`src/rtl/jit_cmd_pkg.sv`:
```
// jit_cmd_pkg: state encoding, status codes and command-word field layout
// shared by the issuer and the ring-side command receiver.
package jit_cmd_pkg;
    localparam int I_IDLE = 0, I_SEND = 1, I_WAIT = 2, I_RESP = 3;
    typedef enum logic [3:0] {
        IDLE = 4'b0001,
        SEND = 4'b0010,
        WAIT = 4'b0100,
        RESP = 4'b1000
    } state_e;
    typedef enum logic [1:0] {
        ST_ACK     = 2'b00,
        ST_NACK    = 2'b01,
        ST_TIMEOUT = 2'b10
    } status_e;
    localparam int CMD_W = 12, FLD_W = 4;
    localparam int CONFA_LSB = 0, CONFB_LSB = 4, KEY_LSB = 8;
    function automatic logic [FLD_W-1:0] cmd_key(input logic [CMD_W-1:0] c);
        return c[KEY_LSB +: FLD_W];
    endfunction
endpackage

```
`src/rtl/jit_cmd_timer.sv`:
```
// jit_cmd_timer: 16-bit saturating latency counter with clear and timeout compare.
module jit_cmd_timer
    import jit_cmd_pkg::*;
#(
    parameter int unsigned TIMEOUT_CYCLES = 1024
) (
    input  logic        clk_i,
    input  logic        rst_i,
    input  logic        clr_i,
    input  logic        en_i,
    output logic [15:0] cnt_o,
    output logic        hit_o
);
    logic [15:0] cnt_q;
    always_ff @(posedge clk_i or posedge rst_i) begin
        if (rst_i) cnt_q <= '0;
        else if (clr_i) cnt_q <= '0;
        else if (en_i && cnt_q != 16'hFFFF) cnt_q <= cnt_q + 16'd1;
    end
    assign cnt_o = cnt_q;
    assign hit_o = cnt_q == 16'(TIMEOUT_CYCLES - 1);
endmodule

```
`src/rtl/jit_cmd_issuer.sv`:
```
// jit_cmd_issuer: issues one host command onto the ring, waits for its return
// (ack, nack or timeout) and reports status, key and latency back to the host.
module jit_cmd_issuer
    import jit_cmd_pkg::*;
#(
    parameter int unsigned TIMEOUT_CYCLES = 1024
) (
    input  logic             ACLK,
    input  logic             ARESET,
    output logic             sH_tready,
    input  logic             sH_tvalid,
    input  logic [CMD_W-1:0] sH_tdata,
    input  logic             mR_tready,
    output logic             mR_tvalid,
    output logic [31:0]      mR_tdata,
    output logic             sR_tready,
    input  logic             sR_tvalid,
    input  logic [31:0]      sR_tdata,
    input  logic             mH_tready,
    output logic             mH_tvalid,
    output logic [31:0]      mH_tdata,
    output logic [7:0]       STRAY
);
    state_e           state_q;
    status_e          status_q;
    logic [CMD_W-1:0] cmd_q;
    logic [15:0]      lat_q;
    logic [7:0]       stray_q;
    logic [15:0]      tmr_cnt;
    logic             tmr_hit;
    logic             key_match;

    jit_cmd_timer #(.TIMEOUT_CYCLES(TIMEOUT_CYCLES)) u_timer (
        .clk_i (ACLK),
        .rst_i (ARESET),
        .clr_i (state_q[I_SEND]),
        .en_i  (state_q[I_WAIT]),
        .cnt_o (tmr_cnt),
        .hit_o (tmr_hit)
    );

    assign key_match = sR_tdata == {28'b0, cmd_key(cmd_q)};

    always_ff @(posedge ACLK or posedge ARESET) begin
        if (ARESET) begin
            state_q  <= IDLE;
            status_q <= ST_ACK;
            cmd_q    <= '0;
            lat_q    <= '0;
            stray_q  <= '0;
        end else begin
            if (sR_tvalid && (state_q[I_IDLE] || state_q[I_RESP]) && stray_q != 8'hFF)
                stray_q <= stray_q + 8'd1;
            case (state_q)
                IDLE: if (sH_tvalid) begin
                    cmd_q   <= sH_tdata;
                    state_q <= SEND;
                end
                SEND: if (mR_tready) state_q <= WAIT;
                // a ring word in the timeout cycle still wins over the timeout
                WAIT: if (sR_tvalid || tmr_hit) begin
                    status_q <= !sR_tvalid ? ST_TIMEOUT : key_match ? ST_ACK : ST_NACK;
                    lat_q    <= tmr_cnt;
                    state_q  <= RESP;
                end
                RESP: if (mH_tready) state_q <= IDLE;
                default: state_q <= IDLE;
            endcase
        end
    end

    assign sH_tready = state_q[I_IDLE];
    assign mR_tvalid = state_q[I_SEND];
    assign sR_tready = !state_q[I_SEND];
    assign mH_tvalid = state_q[I_RESP];
    assign mR_tdata  = {20'b0, cmd_q[KEY_LSB +: FLD_W], cmd_q[CONFB_LSB +: FLD_W],
                        cmd_q[CONFA_LSB +: FLD_W]};
    assign mH_tdata  = {lat_q, 4'b0, cmd_key(cmd_q), 6'b0, status_q};
    assign STRAY     = stray_q;
endmodule

```
`config.mk`:
```
export PLATFORM = sky130hd
export DESIGN_NAME = jit_cmd_issuer
export DESIGN_NICKNAME = d
export VERILOG_FILES = /design/src/rtl/jit_cmd_pkg.sv /design/src/rtl/jit_cmd_timer.sv /design/src/rtl/jit_cmd_issuer.sv
export SDC_FILE = /design/constraint.sdc
export NUM_CORES = 1
export LEC_CHECK = 0
export BUFFER_PORTS_ARGS = -buffer_cell sky130_fd_sc_hd__buf_4
export CAP_MARGIN = 20
export CORE_ASPECT_RATIO = 1.2
export CORE_MARGIN = 5
export CORE_UTILIZATION = 30
export CTS_CLUSTER_DIAMETER = 200
export DETAILED_ROUTE_END_ITERATION = 10
export GPL_TIMING_DRIVEN = 0
export SYNTH_ARGS = -nofsm -noshare
export SYNTH_HDL_FRONTEND = slang
export SYNTH_HIERARCHICAL = 1
export SYNTH_SLANG_ARGS = --single-unit
```
`constraint.sdc`:
```
create_clock -name ACLK -period 2.5 [get_ports ACLK]
set_input_delay 0.25 -clock ACLK [delete_from_list [all_inputs] [get_ports ACLK]]
set_output_delay 0.25 -clock ACLK [all_outputs]
set_load 0.1 [all_outputs]
```
# == After elaboration in Yosys (flattened, before gate mapping) ==
# Index checks and enable logic that the tools add are counted.
# classes
addsub,2
eq_ne,12
mux,9
reduce_logical,10
# op_table
op,count
equality test 32 x 4 -> 1 bit,1
two-way mux 16 bit,2
adder 16 x 1 -> 16 bit (second input constant),1
equality test 16 x 10 -> 1 bit (second input constant),1
two-way mux 4 bit,4
inequality test 16 bit (second input constant),1
case mux 4 bit (4 select lines),1
adder 8 x 1 -> 8 bit (second input constant),1
inequality test 2 bit (second input constant),4
inequality test 8 bit (second input constant),1
equality test 4 x 1 -> 1 bit (second input constant),1
equality test 4 x 2 -> 1 bit (second input constant),1
equality test 4 x 3 -> 1 bit (second input constant),1
equality test 4 bit (second input constant),1
AND reduction 2 bit,2
AND reduction 4 bit,1
logical AND 1 bit,3
logical OR 1 bit,2
two-way mux 2 bit,1
nonzero test 2 bit,1
logical NOT 1 bit,1
two-way mux 1 bit,1
# totals
register_bits,58
in_bits,50
out_inout_bits,76
wordCells,39

# == Longest topological paths before layout ==
# Gate-level depths: netlist of run 1.
# logic_depth
word_depth,4
ltp_mapped,7
ltp_nobuf,7

# == Hierarchy ==
# Netlist of run 1, hierarchy kept.
# by_module_without_submodules
mod,instances,cells_per_inst,area_per_inst_um2,seq_area_each_um2
jit_cmd_issuer,1,170,2135.8,1052.3
jit_cmd_timer,1,96,967.2,400.4

# == Least setup slack after synthesis of run 1 ==
# No wires, ideal clock.
# synth_timing
path_kind,flip-flop to flip-flop
start,register state_q[1]
end,register cmd_q[10]
setup_time_ns,0.126
arrival_time_ns,2.337
required_ns,2.374
path_slack_ns,0.037
path_stages_with_launch,6
path_buffers,1
synth_period_minus_slack_ns,2.463
path_cell_list,dfrtp_1 inv_2 nand3_2 or3_4 buf_6 mux2_2
# synth_between
elab_chain_len,2
# synth_rtl
element,line_no,text
"start, declared",jit_cmd_issuer.sv:24,state_e state_q;
"start signal, assigned",jit_cmd_issuer.sv:46,state_q <= IDLE;
"start signal, assigned",jit_cmd_issuer.sv:57,state_q <= SEND;
"start signal, assigned",jit_cmd_issuer.sv:59,SEND: if (mR_tready) state_q <= WAIT;
equality test 4 x 1 -> 1 bit,jit_cmd_issuer.sv:54,case (state_q)
AND reduction 2 bit (no source line),--,
"end signal, assigned",jit_cmd_issuer.sv:56,cmd_q <= sH_tdata;
"end, declared",jit_cmd_issuer.sv:26,logic [CMD_W-1:0] cmd_q;
# Every way passes these cells.
# A chain may end at the register's enable or synchronous reset.

# == Final worst setup path of run 1 ==
# layout_timing
start,"register u_timer.cnt_q[12], in the netlist u_timer/cnt_o[12]"
end,register lat_q[0]
# layout_between
elab_chain_len,3
# layout_rtl
element,line_no,text
"start, declared",jit_cmd_timer.sv:14,logic [15:0] cnt_q;
"start signal, assigned",jit_cmd_timer.sv:18,else if (en_i && cnt_q != 16'hFFFF) cnt_q <= cnt_q + 16'd1;
equality test 16 x 10 -> 1 bit,jit_cmd_timer.sv:21,assign hit_o = cnt_q == 16'(TIMEOUT_CYCLES - 1);
named net tmr_hit,jit_cmd_issuer.sv:30,logic tmr_hit;
logical OR 1 bit,jit_cmd_issuer.sv:61,WAIT: if (sR_tvalid || tmr_hit) begin
AND reduction 2 bit (no source line),--,
"end signal, assigned",jit_cmd_issuer.sv:63,lat_q <= tmr_cnt;
"end, declared",jit_cmd_issuer.sv:27,logic [15:0] lat_q;
# The timed path passes the listed nets, and every way through them passes these cells.

==> reports/qor.txt, run 1 <==
number of port buffers - 95
Syn. warnings - 6
mean instance size in the synthesized netlist - 11.7 µm²
remaining global-route overflow - 0
synthesized-area fraction occupied by and/or/nand/nor cells - 0.162
synth top area cells - sky130_fd_sc_hd__dfrtp_1, sky130_fd_sc_hd__buf_4, sky130_fd_sc_hd__mux2_2
clock-pin slew of the registers on the worst-case setup and hold paths - 0.05 ns
unrepaired setup endpoints after global routing - no
ratio of cells with drive above 1 in the final layout - 0.512
leading cell types by count after synthesis - sky130_fd_sc_hd__dfrtp_1, sky130_fd_sc_hd__buf_4, sky130_fd_sc_hd__mux2_2, sky130_fd_sc_hd__a21oi_1, sky130_fd_sc_hd__mux2_4
initial standard-cell utilization of the core - 0.308
Wirelength per Cell - 14.4 µm
biggest area consumer among synthesized cells - sky130_fd_sc_hd__dfrtp_1
share of synthesized cell area in full adder, half adder and majority cells - 0.00806
via density per instance - 4.57
Async SR Flop Fraction - 1.00
data arrival at the endpoint of the critical path - 2.61 ns
Post-Synthesis Cell Area - 3100 µm²
Num CTS Buffers - 9
placer congestion estimate - 0.816
number of distinct library cell variants in the gate-level netlist after synthesis - 50
period utilization - 0.966
HPWL Detailed - 5910 µm
cell count after synthesis - 266
Synth Area in XOR/XNOR - 0.0367
Final Max Tran Viols - 0
first-pass GRT wire length - 12,100 µm
kind of start point of the critical path - flip-flop
signed area change from the synthesized netlist to the final layout - 45.3%
number of diodes - 0
Clock Sink Count - 58
total of flip-flops plus latches after synthesis - 58
CTS root buffer - sky130_fd_sc_hd__clkbuf_16
worst-case vdd ir drop - 0.488 mV
nets - 461
most instantiated flip-flop cell in the synthesis netlist - sky130_fd_sc_hd__dfrtp_1
Initial DRC Count - 81
Hold Crit Class - input port to flip-flop
instance area at placement - 4100 µm²
maximum count of clock buffers along a single path - 2
cell with the most instances after synthesis - sky130_fd_sc_hd__dfrtp_1
post-synthesis compound-gate area fraction - 0.0754
power density cells - 1230 nW/µm²
TritonCTS clock tree - done
largest net degree at the start of global routing - 38
die footprint - 12,500 µm²
drt first pass iters - 4
number of standard cells in the layout, taps in and fillers out - 540
number of violations of the max-capacitance limit - 0
total routed wirelength - 7800 µm
total routing usage reported by global routing - 0.124
endpoint class of the critical path - flip-flop
# placed instances - 517
antenna viol nets, final - 0
number of enable flip-flop cells after synthesis - 0
number of remaining DRC errors - 0
outcome - finished, final reports clean
type of the worst setup path - flip-flop to flip-flop
H-tree depth - 3
Design Area, Final - 4510 µm²
mux cell area share after synthesis - 0.133
I/O pin count - 126
number of global-route vias before repair - 2,399
static leakage power - 2.25 nW
floorplan core area - 10,100 µm²
number of failing hold endpoints at the final stage - 0
chip width - 103 µm
f_max - 414 MHz
pin slew with the least headroom to its limit - 0.656 ns
relative slew slack - 0.562
share of synthesized area occupied by flip-flops and latches - 0.468
die span in y - 121 µm
Required @ worst endpoint - 2.69 ns
initial antenna violation count - 0
setup violators final - 0
worst clock skew on the final layout - 0.00618 ns
total number of vias - 2,470
largest family of logic cells by synthesized area - simple AND/OR/NAND/NOR gates
Worst-Skew Late Latency - 0.32 ns
CP max FO - 10
std cell rows - 40
final period demand of the worst path - 2.42 ns
portion of synthesized cell area occupied by the leading cell type - 0.460
## critical path, cell delays in order, from the launching register on
cell                      delay [ns]
sky130_fd_sc_hd__dfrtp_2        0.41
sky130_fd_sc_hd__or4_4          0.53
sky130_fd_sc_hd__or4_4          0.45
sky130_fd_sc_hd__nor3_4         0.15
sky130_fd_sc_hd__o21a_1         0.15
sky130_fd_sc_hd__buf_6          0.15
sky130_fd_sc_hd__buf_12         0.15
sky130_fd_sc_hd__mux2_4         0.30
## cells in the final DEF, fill, tap and decap left out, drive strengths merged, types with 3 or more instances in the layout
master,n
o21ai,5
or4,6
nor2,10
conb,30
and4,4
xnor2,9
a21oi,12
dfrtp,57
mux2,31
buf,143
o31ai,4
xor2,4
and3,6
nand3,7
inv,7
nand4,10
nand2,7
nor4,10
clkbuf,16
nor3,8
a41oi,3
## timing repair
action,in CTS,in global routing
gates resized for setup,4,6
hold buffers,1,0
buffers inserted,6,0
endpoints found under the setup margin,16,9
pin swaps,1,1
hold endpoints to repair,5,0
## flip-flops by register name, summed over array words and instances, names as in the netlist
name / flops
status_q: 2
cmd_q: 12
STRAY: 8
u_timer/cnt_o: 16
state_q: 4
lat_q: 16
## logic make-up after synthesis
logic type	Yosys count
and+or+nand+nor	76
DFF	58
buffers and inverters	49
AOI/OAI and AO/OA	34
muxes	33
xor gates and xnor gates	13
adders and majority gates	2
other	1
## per-layer routing
metal,track usage,vias to the layer above,wire length (µm)
met5,0,-,0
met3,0.0391,13,732
li1,-,1202,-
met4,0.0478,0,155
met1,0.134,1157,2940
met2,0.220,98,3960
## stage by stage
| step | power [W] | worst slack (ns) | utilization | setup TNS [ns] | hold WS [ns] |
|---|---|---|---|---|---|
| final | 0.00556 | 0.0839 | 0.448 | 0 | 0.164 |
| after detailed placement | 0.00432 | -0.151 | 0.408 | -1.31 | 0.187 |
| after CTS | 0.00562 | 0.00328 | 0.447 | 0 | 0.150 |
| after floorplan | 0.00372 | 0.0371 | - | 0 | 0.164 |
| after global placement | 0.00429 | -0.130 | 0.406 | -1.10 | 0.399 |
| after global routing | 0.00578 | 0.00469 | 0.448 | 0 | 0.151 |
## area by class of cell
cell class | count | area, µm²
fillers | 923 | 5550
flip-flops and latches | 58 | 1460
multi-input cells | 188 | 1420
repair buffers | 103 | 796
plain buffers | 42 | 332
clock buffers | 15 | 288
well taps | 126 | 158
clock inverters | 1 | 30.0
inverters | 7 | 26.3
## worst paths after layout
check | from | end | slack [ns] | depth (start not counted)
worst max-delay path | u_timer/cnt_o[12] | lat_q[0] | 0.08 | 7
worst min register to register | STRAY[5] | STRAY[5] | 0.49 | 1
min in group asynchronous | ARESET | lat_q[3] | 0.42 | 3
max in group asynchronous | ARESET | u_timer/cnt_o[12] | 1.42 | 3
worst min-delay path | sH_tdata[9] | cmd_q[9] | 0.16 | 2
worst max register to register | u_timer/cnt_o[12] | lat_q[0] | 0.08 | 7
## power by group
part	total [W]	internal [W]	switching [W]
registers	0.00135	0.00114	0.000206
logic	0.00294	0.000696	0.00224
clock network	0.00127	0.000879	0.000389
total	0.00556	0.00272	0.00284
(Power assumes the default switching activity.)
==> run 2, diff against run 1 <==
Settings changed: HOLD_SLACK_MARGIN set to 0.12, SYNTH_HIERARCHICAL 1 to unset.
Clock period 2.5 ns to 3.1 ns, I/O delays scaled along.
==> reports/qor.txt, run 2 <==
final worst slack - 1.07 ns
top library cells by usage in the layout, fill and taps aside - sky130_fd_sc_hd__buf_4, sky130_fd_sc_hd__dfrtp_1, sky130_fd_sc_hd__conb_1
worst clock skew on the final layout - 0.00678 ns
total of flip-flops plus latches after synthesis - 58
portion of total power attributed to combinational logic - 0.539
type of the worst setup path - flip-flop to flip-flop
Async SR Flop Fraction - 1.00
Wirelength per Cell - 14.0 µm
static leakage power - 2.12 nW
setup slack of the most critical reg-to-reg path - 1.07 ns
number of fillers in the final layout - 967
nets - 462
number of port buffers - 95
Min Hold Slack - 0.220 ns
remaining global-route overflow - 0
CTS root buffer - sky130_fd_sc_hd__clkbuf_16
commonest non-fill, non-tap cell in the layout - sky130_fd_sc_hd__buf_4
Worst-Skew Late Latency - 0.32 ns
number of remaining DRC errors - 0
floorplan core area - 9960 µm²
biggest area consumer among synthesized cells - sky130_fd_sc_hd__dfrtp_1
sw power - 0.00230 W
std cell rows - 40
Design Area, Final - 4330 µm²
post-route setup TNS - 0 ns
pin slew with the least headroom to its limit - 0.590 ns
Post-Synthesis Cell Area - 3040 µm²
unrepaired setup endpoints after global routing - no
mean instance size in the synthesized netlist - 11.1 µm²
drt first pass iters - 4
Final Max Tran Viols - 0
Clock Sink Count - 58
CP max FO - 10
number of enable flip-flop cells after synthesis - 0
Internal - 0.00206 W
Num CTS Buffers - 9
kind of start point of the critical path - flip-flop
number of failing hold endpoints at the final stage - 0
sw frac - 0.527
via density per instance - 4.50
Hold Crit Class - input port to flip-flop
HPWL Detailed - 5750 µm
share of synthesized area occupied by flip-flops and latches - 0.478
register share of total power - 0.248
first-pass GRT wire length - 12,500 µm
number of violations of the max-capacitance limit - 0
largest net degree at the start of global routing - 33
ratio of cells with drive above 1 in the final layout - 0.455
post-cts resize count - 0
placer congestion estimate - 0.860
chip width - 102 µm
total number of vias - 2,437
initial antenna violation count - 0
power density cells - 1010 nW/µm²
total routed wirelength - 7590 µm
Syn. warnings - 0
period utilization - 0.655
relative slew slack - 0.606
portion of synthesized cell area occupied by the leading cell type - 0.470
data arrival at the endpoint of the critical path - 2.24 ns
instance area at placement - 4040 µm²
number of global-route vias before repair - 2,477
total routing usage reported by global routing - 0.130
Post-CTS Hold Fix Bufs - 1
I/O pin count - 126
TritonCTS clock tree - done
clock-pin slew of the registers on the worst-case setup and hold paths - 0.05 ns
Initial DRC Count - 70
setup violators final - 0
worst-case vdd ir drop - 0.878 mV
antenna viol nets, final - 0
die footprint - 12,200 µm²
post-route total power - 0.00436 W
maximum count of clock buffers along a single path - 2
leading cell types by count after synthesis - sky130_fd_sc_hd__dfrtp_1, sky130_fd_sc_hd__buf_4, sky130_fd_sc_hd__mux2_2, sky130_fd_sc_hd__nor2_1
H-tree depth - 3
cell count after synthesis - 273
signed area change from the synthesized netlist to the final layout - 42.6%
f_max - 492 MHz
die span in y - 120 µm
endpoint class of the critical path - flip-flop
outcome - finished, final reports clean
synth top area cells - sky130_fd_sc_hd__dfrtp_1, sky130_fd_sc_hd__mux2_2, sky130_fd_sc_hd__buf_4
Required @ worst endpoint - 3.30 ns
worst setup timing slack at the placement stage - 1.06 ns
cell with the most instances after synthesis - sky130_fd_sc_hd__dfrtp_1
number of distinct library cell variants in the gate-level netlist after synthesis - 47
fraction of power consumed by the clock network - 0.213
initial standard-cell utilization of the core - 0.305
number of diodes - 0
final period demand of the worst path - 2.03 ns
most instantiated flip-flop cell in the synthesis netlist - sky130_fd_sc_hd__dfrtp_1
Post CTS Setup Buffer Count - 0
[run 2: path summary, 6_finish.rpt]
kind	start	to	cells after the start
setup / recovery	u_timer.cnt_o[0]	lat_q[4]	7
hold / removal	sH_tdata[5]	cmd_q[5]	2
setup reg to reg	u_timer.cnt_o[0]	lat_q[4]	7
hold reg to reg	lat_q[11]	lat_q[11]	1
max in group asynchronous	ARESET	state_q[1]	4
min in group asynchronous	ARESET	STRAY[0]	3
[run 2: power by group through the flow]
| stage | registers (W) | clock network (W) | logic [W] |
|---|---|---|---|
| global placement | 0.00108 | 0 | 0.00234 |
| global route | 0.00111 | 0.000985 | 0.00244 |
| finish | 0.00108 | 0.000928 | 0.00235 |
| floorplan | 0.00213 | 0 | 0.000836 |
| CTS | 0.00108 | 0.000945 | 0.00237 |
| detailed placement | 0.00109 | 0 | 0.00237 |
[run 2: cell type report]
cell class | instances | area, µm² | area share
flip-flops and latches | 58 | 1450 | 0.335
well taps | 126 | 158 | 0.0364
inverters | 7 | 26.3 | 0.00607
plain buffers | 43 | 319 | 0.0737
multi-input cells | 194 | 1350 | 0.311
clock buffers | 14 | 274 | 0.0633
clock inverters | 2 | 10.0 | 0.00231
repair buffers | 97 | 743 | 0.172
[run 2: routing by layer]
layer  track usage  routed length (µm)  up-vias
met5             0                   0        -
met4        0.0435                  61        0
met3        0.0479                 532        8
met2         0.201                3720       65
met1         0.166                3270     1154
li1              -                   -     1210
[run 2: logic make-up after synthesis]
group                    share of synthesized area
adder cells (fa/ha/maj)                    0.00824
buffers and inverters                        0.114
XOR/XNOR                                    0.0317
AND/OR/NAND/NOR                              0.148
multiplexers                                 0.136
flip-flops                                   0.478
other                                      0.00123
AO/OA/AOI/OAI                               0.0832
[run 2: worst max-delay path, stage by stage, from the launching register on]
cell and delay, ns:
sky130_fd_sc_hd__dfrtp_1 0.40, sky130_fd_sc_hd__ha_1 0.28, sky130_fd_sc_hd__and3_1 0.26, sky130_fd_sc_hd__a41oi_2 0.18
sky130_fd_sc_hd__nor2b_2 0.16, sky130_fd_sc_hd__buf_6 0.17, sky130_fd_sc_hd__buf_12 0.15, sky130_fd_sc_hd__mux2_4 0.30
[run 2: through the flow]
stage                util  std cells
finish              0.435        541
global route        0.435        541
CTS                 0.435        541
detailed placement  0.405        524
global placement    0.403        523
floorplan               -        302
